===== config.mk =====
export PLATFORM = sky130hd
export DESIGN_NAME = prob_bist_ctrl
export DESIGN_NICKNAME = d
export VERILOG_FILES = /design/src/rtl/prob_bist_pkg.sv /design/src/rtl/prob_bist_cmp.sv /design/src/rtl/prob_bist_ctrl.sv
export SDC_FILE = /design/constraint.sdc
export NUM_CORES = 1
export LEC_CHECK = 0
export BUFFER_PORTS_ARGS = -buffer_cell sky130_fd_sc_hd__buf_4
export CORE_MARGIN = 2
export CORE_UTILIZATION = 52
export DETAILED_ROUTE_END_ITERATION = 7
export PLACE_DENSITY = 0.77
export SLEW_MARGIN = 10
export SYNTH_ARGS = -nofsm -noshare
export SYNTH_HDL_FRONTEND = slang
export SYNTH_SLANG_ARGS = --single-unit

===== constraint.sdc =====
create_clock -name clk -period 2.2 [get_ports clk]
set_input_delay 0.44 -clock clk [delete_from_list [all_inputs] [get_ports clk]]
set_output_delay 0.44 -clock clk [all_outputs]
set_load 0.05 [all_outputs]

===== src/rtl/prob_bist_pkg.sv =====
// prob_bist_pkg -- shared types and constants for the probabilistic BIST controller.
//   state_t : controller states (IDLE, APPLY, SAMPLE, DONE)
//   vec_t   : 4-bit stimulus vector {A,B,C,D}
//   resp_t  : 3-bit response {Out_1,Out_2,Out_3}
package prob_bist_pkg;

  localparam int N_VEC    = 16;
  localparam int RESP_W   = 3;
  localparam int VEC_W    = 4;
  localparam int ERR_W    = 5;
  localparam int SETTLE_W = 4;
  localparam int TABLE_W  = N_VEC * RESP_W;

  typedef logic [VEC_W-1:0]  vec_t;
  typedef logic [RESP_W-1:0] resp_t;

  typedef enum logic [1:0] {
    IDLE,
    APPLY,
    SAMPLE,
    DONE
  } state_t;

endpackage


===== src/rtl/prob_bist_cmp.sv =====
// prob_bist_cmp -- golden-table lookup and response compare.
// Ports:
//   vec      in  4b : vector currently applied to the unit under test
//   resp     in  3b : response returned by the unit under test
//   mismatch out 1b : high when resp differs from the golden entry for vec
// Purely combinational; the controller only uses mismatch to update registers.
module prob_bist_cmp
  import prob_bist_pkg::*;
#(
  parameter logic [47:0] EXP_TABLE = 48'h0
) (
  input  logic [3:0] vec,
  input  logic [2:0] resp,
  output logic       mismatch
);

  resp_t expected;

  assign expected = EXP_TABLE[RESP_W*vec +: RESP_W];
  assign mismatch = (resp != expected);

endmodule


===== src/rtl/prob_bist_ctrl.sv =====
// prob_bist_ctrl -- exhaustive 16-vector BIST sweep of a 4-input, 3-output
// combinational unit, compared against a golden response table.
// Ports:
//   clk       in  1b : rising-edge clock
//   rst       in  1b : asynchronous active-high reset
//   start     in  1b : one-cycle request to run a sweep (ignored while busy)
//   dut_out   in  3b : {Out_1,Out_2,Out_3} from the unit under test
//   dut_in    out 4b : {A,B,C,D} to the unit under test, A is the MSB
//   busy      out 1b : sweep in progress
//   done      out 1b : sweep completed
//   pass      out 1b : valid with done, high when no vector mismatched
//   fail_vec  out 4b : first mismatching vector of the sweep
//   err_count out 5b : number of mismatching vectors, saturating at 31
// Configuration macro: BIST_ERRCNT_EN enables the error counter. When it is
// undefined err_count reads 0 and pass comes from a 1-bit sticky mismatch flag.
module prob_bist_ctrl
  import prob_bist_pkg::*;
#(
  parameter int          SETTLE_CYC = 1,
  parameter logic [47:0] EXP_TABLE  = 48'h0
) (
  input  logic       clk,
  input  logic       rst,
  input  logic       start,
  input  logic [2:0] dut_out,
  output logic [3:0] dut_in,
  output logic       busy,
  output logic       done,
  output logic       pass,
  output logic [3:0] fail_vec,
  output logic [4:0] err_count
);

  localparam logic [SETTLE_W-1:0] SETTLE_LAST = SETTLE_W'(SETTLE_CYC - 1);
  localparam vec_t                LAST_VEC    = VEC_W'(N_VEC - 1);

  state_t              state;
  vec_t                vec;
  logic [SETTLE_W-1:0] settle;
  logic                mismatch;
  logic                clean;   // no mismatch recorded so far in this sweep

  prob_bist_cmp #(
    .EXP_TABLE (EXP_TABLE)
  ) u_cmp (
    .vec      (vec),
    .resp     (dut_out),
    .mismatch (mismatch)
  );

  // The vector register drives the unit directly: 0 in IDLE, holds 15 in DONE.
  assign dut_in = vec;

`ifdef BIST_ERRCNT_EN
  logic [ERR_W-1:0] err_cnt;
  assign clean     = (err_cnt == '0);
  assign err_count = err_cnt;
`else
  logic seen_err;
  assign clean     = !seen_err;
  assign err_count = '0;
`endif

  // NOTE: all state updates use non-blocking assignments and the reset is in
  // the sensitivity list, so rst clears every register without waiting for clk.
  always_ff @(posedge clk or posedge rst) begin
    if (rst) begin
      state    <= IDLE;
      vec      <= '0;
      settle   <= '0;
      busy     <= 1'b0;
      done     <= 1'b0;
      pass     <= 1'b0;
      fail_vec <= '0;
`ifdef BIST_ERRCNT_EN
      err_cnt  <= '0;
`else
      seen_err <= 1'b0;
`endif
    end else begin
      case (state)
        IDLE, DONE: begin
          if (start) begin
            state    <= APPLY;
            vec      <= '0;
            settle   <= '0;
            busy     <= 1'b1;
            done     <= 1'b0;
            pass     <= 1'b0;
            fail_vec <= '0;
`ifdef BIST_ERRCNT_EN
            err_cnt  <= '0;
`else
            seen_err <= 1'b0;
`endif
          end else if (state == DONE) begin
            // done/pass are published one cycle after entering DONE, once the
            // last SAMPLE update has landed; this gives the 16*(S+1)+1 latency.
            done <= 1'b1;
            pass <= clean;
          end
        end

        APPLY: begin
          if (settle == SETTLE_LAST) begin
            settle <= '0;
            state  <= SAMPLE;
          end else begin
            settle <= settle + 1'b1;
          end
        end

        SAMPLE: begin
          if (mismatch) begin
            // clean still reflects the count before this vector.
            if (clean) fail_vec <= vec;
`ifdef BIST_ERRCNT_EN
            if (err_cnt != '1) err_cnt <= err_cnt + 1'b1;
`else
            seen_err <= 1'b1;
`endif
          end
          if (vec == LAST_VEC) begin
            state <= DONE;
            busy  <= 1'b0;
          end else begin
            vec   <= vec + 1'b1;
            state <= APPLY;
          end
        end

        default: state <= IDLE;
      endcase
    end
  end

endmodule

==> out/summary.md <==
The die covers 0.00235 mm^2. Number of buffers inserted by port buffering: 16. The flow ran to the end, and the final reports show no timing, DRC or antenna violations.

In the final routing, the length of wire on met1 measures 901 um. The delay of the slowest critical-path stage was 0.47 ns; the maximum resistive drop on vdd was 0.000742 V. Summing internal, switching and leakage power gives 1.34 mW. The cell area after placement came out at 0.00116 mm^2. After layout, the worst path uses 87.7% of the clock period.

The cell area power density was 1120 mW/mm^2. The worst setup path is captured at a flip-flop. The clock slew at the register clock pins of the worst setup and hold paths came out at 0.11 ns.

The cell count of the worst reg-to-reg path is 6, and the area of the core is 0.00192 mm^2. Setup slack of the most critical reg-to-reg path: 0.27 ns. Startpoint class of the critical path: a flip-flop.

The filler cell count in the final layout is 175. The clock reaches the later pin of the worst-skew pair after 0.29 ns. Routed signal wires occupy layers up through met4. In the routed layout, each cell is associated on average with a via count of 5.14. Based on the critical path, the design can be clocked at up to 518 MHz. In this run the critical register-to-register path is launched from state[0]$_DFFE_PP0P_.

Internal power comes to 0.732 mW. The via count of the first global-routing pass was 741. The final instance area was 0.00119 mm^2; the fraction of layout cells with a size suffix above 1 was 18.0%. The tools report the final count of hold timing violations as 0. Entering global routing, the biggest net connects 19 pins. Across every metal layer, demand over resource in global routing totals 17.6%.

The routed design uses 65 um of met3 wire. The run gives 62.2% as the fraction of the core area covered by cells at the end of the flow. Dominant register cell in the synthesized netlist: sky130_fd_sc_hd__dfrtp_1. The number of remaining DRC errors is 0, and the transition time at the pin with the least slew margin is 0.696 ns.

Setup repair after global routing left no endpoint under its margin. Once the floorplan was initialized, standard cells occupied 53.6% of the core. For the footprint of the flip-flops and latches, the log shows 450 um^2. Proportion of power drawn by combinational gates: 50.2%. In this run the critical register-to-register path is captured at dut_in[3]$_DFFE_PP0P_. The critical path data required time was 2.43 ns; the count of pins on the block boundary was 22.

After floorplanning, the core was divided into 16 placement rows. Detailed placement ended at an HPWL of 1430 um. The mean post-synth cell area works out to 9.37 um^2. During synthesis, Yosys emitted a total of 0 warnings.

The area used by multi-input combinational logic is 505 um^2, and the routed length on met2 is 927 um. The synthesized instance count is 110. Of the total power, the share spent switching nets is 45.2%.

TritonCTS built the clock tree. Post-layout net count: 143. From bottom edge to top edge, the die measures 48.5 um. The worst hold path belongs to the class primary input to async pin. The synthesized design contains 18 register bits.

The clock arrives with 0.00856 ns of skew. Routability-driven placement finished with a final weighted congestion of 0.783. Summed over all cells, the static leakage comes to 0.598 nW.

The count of vias placed by the detailed router was 796. In this run the cell area of the synthesized design comes to 0.00103 mm^2. The reported max-cap violation count is 0, and the relative area change from synthesis to final layout is 15.9%. The signal on the critical path passes through inv_1 > ha_1 > mux2_4 > nand2_2 > or4b_1 > nand3_1. The logs give 1920 um for the wire length after detailed routing and 0 for the count of buffers added by post-CTS timing repair for setup. The longest clock path from root to sink contains 2 buffers. The detailed-route wire length per cell is 12.4 um.

The final number of max-transition violations was 0; the arrival time at the worst endpoint was 2.16 ns. The post-synthesis cell type count is 28, and the number of enable-type register cells in the synthesized netlist is 0. After synthesis, flip-flops and latches occupy 43.7% of the total area.

The number of inserted diodes was 0; the tightest slew margin relative to the limit was 53.6%. Gates resized during post-CTS repair numbered 0. The tools report the part of the total power dissipated in the clock network as 15.4%.

The kind of critical path is flip-flop to flip-flop. The buffer and inverter count on the worst path is 1. Number of buffers inserted during clock tree synthesis: 3. The setup violation total in the final timing report was 0; the minimum clock period was 1.93 ns. The count of nets left with antenna violations once routing finished came out at 0. The CTS root buffer is sky130_fd_sc_hd__clkbuf_4. CTS saw 18 sinks. The wire length of the first global-routing pass was 3280 um; the fraction of registers with async set/reset was 100%. The analysis attributes to net switching a power of 0.603 mW. The total overflow reported by the global router was 0; the summed negative setup slack over all endpoints was 0 ns.

The first detailed-routing pass ran for 5 iterations. The number of antenna violations at the first check in global routing was 0; the highest net fanout along the worst path was 11. The deepest level of the CTS H-tree is 1. The die is 48.5 um wide. The gate family responsible for the most delay along the worst path is simple AND/OR/NAND/NOR gates. In this run, the number of DRC markers left after iteration 0 of detailed routing was 18.

Of the total power, registers draw 34.5%. The run gives 0 as the number of buffers added to fix hold violations after cts. The cell with the biggest individual delay on the critical path is sky130_fd_sc_hd__ha_1.
## through the flow
step	worst slack, ns	std cells	hold WS [ns]
2_1_floorplan	0.459	114	0.379
3_3_place_gp	0.371	151	0.455
3_5_place_dp	0.292	151	0.484
4_1_cts	0.271	155	0.271
5_1_grt	0.147	155	0.289
6_report	0.271	155	0.247
## flip-flops by register name, summed over array words and instances, names as in the netlist
name,cells
settle,4
fail_vec,4
dut_in,4
state,2
pass,1
seen_err,1
done,1
busy,1
## metal layers
layer / global-route usage, % / vias up
li1: - / 401
met1: 21.3 / 372
met2: 30.6 / 19
met3: 2.78 / 4
met4: 9.05 / 0
met5: 0 / -
## cells in the final DEF (no fill, tap or decap), types with 2 or more instances in the layout
master                     instances
sky130_fd_sc_hd__a21oi_1           7
sky130_fd_sc_hd__a32o_1            2
sky130_fd_sc_hd__buf_4            16
sky130_fd_sc_hd__clkbuf_4          3
sky130_fd_sc_hd__conb_1            5
sky130_fd_sc_hd__dfrtp_1          18
sky130_fd_sc_hd__ha_1              8
sky130_fd_sc_hd__inv_1            13
sky130_fd_sc_hd__mux2i_1           5
sky130_fd_sc_hd__nand2_1          14
sky130_fd_sc_hd__nand2_2           2
sky130_fd_sc_hd__nand2b_1          3
sky130_fd_sc_hd__nand3_1           4
sky130_fd_sc_hd__nor2_1            2
sky130_fd_sc_hd__o21ai_0          12
## layout make-up
| cell class | count | share of cell area, % |
|---|---|---|
| flip-flops and latches | 18 | 37.7 |
| inverters | 13 | 4.08 |
| repair buffers | 16 | 10.1 |
| well taps | 27 | 2.83 |
| clock buffers | 4 | 3.04 |
| multi-input cells | 77 | 42.3 |
## cell families (layout without fill, tap and decap cells)
| family | after synthesis | in the layout | share of synthesized area (%) |
|---|---|---|---|
| simple gates | 32 | 32 | 15.9 |
| other cells | 1 | 5 | 0.364 |
| buf+inv | 19 | 33 | 8.74 |
| compound gates | 26 | 26 | 15.3 |
| fa+ha+maj | 8 | 8 | 9.71 |
| flops | 18 | 18 | 43.7 |
| mux | 6 | 6 | 6.31 |
## how the worst max path moves through the flow
| stage | from | to | slack, ns | cells past startpoint |
|---|---|---|---|---|
| floorplan | dut_in[0]$_DFFE_PP0P_ | dut_in[3]$_DFFE_PP0P_ | 0.46 | 5 |
| global placement | state[0]$_DFFE_PP0P_ | dut_in[3]$_DFFE_PP0P_ | 0.37 | 6 |
| detailed placement | state[0]$_DFFE_PP0P_ | dut_in[3]$_DFFE_PP0P_ | 0.29 | 6 |
| CTS | state[0]$_DFFE_PP0P_ | dut_in[3]$_DFFE_PP0P_ | 0.27 | 6 |
| global route | state[0]$_DFFE_PP0P_ | fail_vec[0]$_DFFE_PP0P_ | 0.15 | 6 |
| finish | state[0]$_DFFE_PP0P_ | dut_in[3]$_DFFE_PP0P_ | 0.27 | 6 |
## Yosys cell counts, drive strengths merged (2+ instances only)
library cell  instances  area, um^2
a32o                  2        20.0
mux2i                 5        50.1
o21ai                12        60.1
ha                    8         100
nand3                 4        20.0
a21oi                 7        35.0
nand2b                3        18.8
buf                   5        37.5
dfrtp                18         450
nand2                16        65.1
nor2                  2        7.51
inv                  13        48.8
## power groups by stage
stage | combinational, mW | sequential (mW) | clock, mW
2_1_floorplan | 0.442 | 0.548 | 0
3_3_place_gp | 0.653 | 0.460 | 0
3_5_place_dp | 0.667 | 0.467 | 0
4_1_cts | 0.669 | 0.460 | 0.211
5_1_grt | 0.746 | 0.473 | 0.227
6_report | 0.670 | 0.460 | 0.206
(Power assumes the default switching activity.)
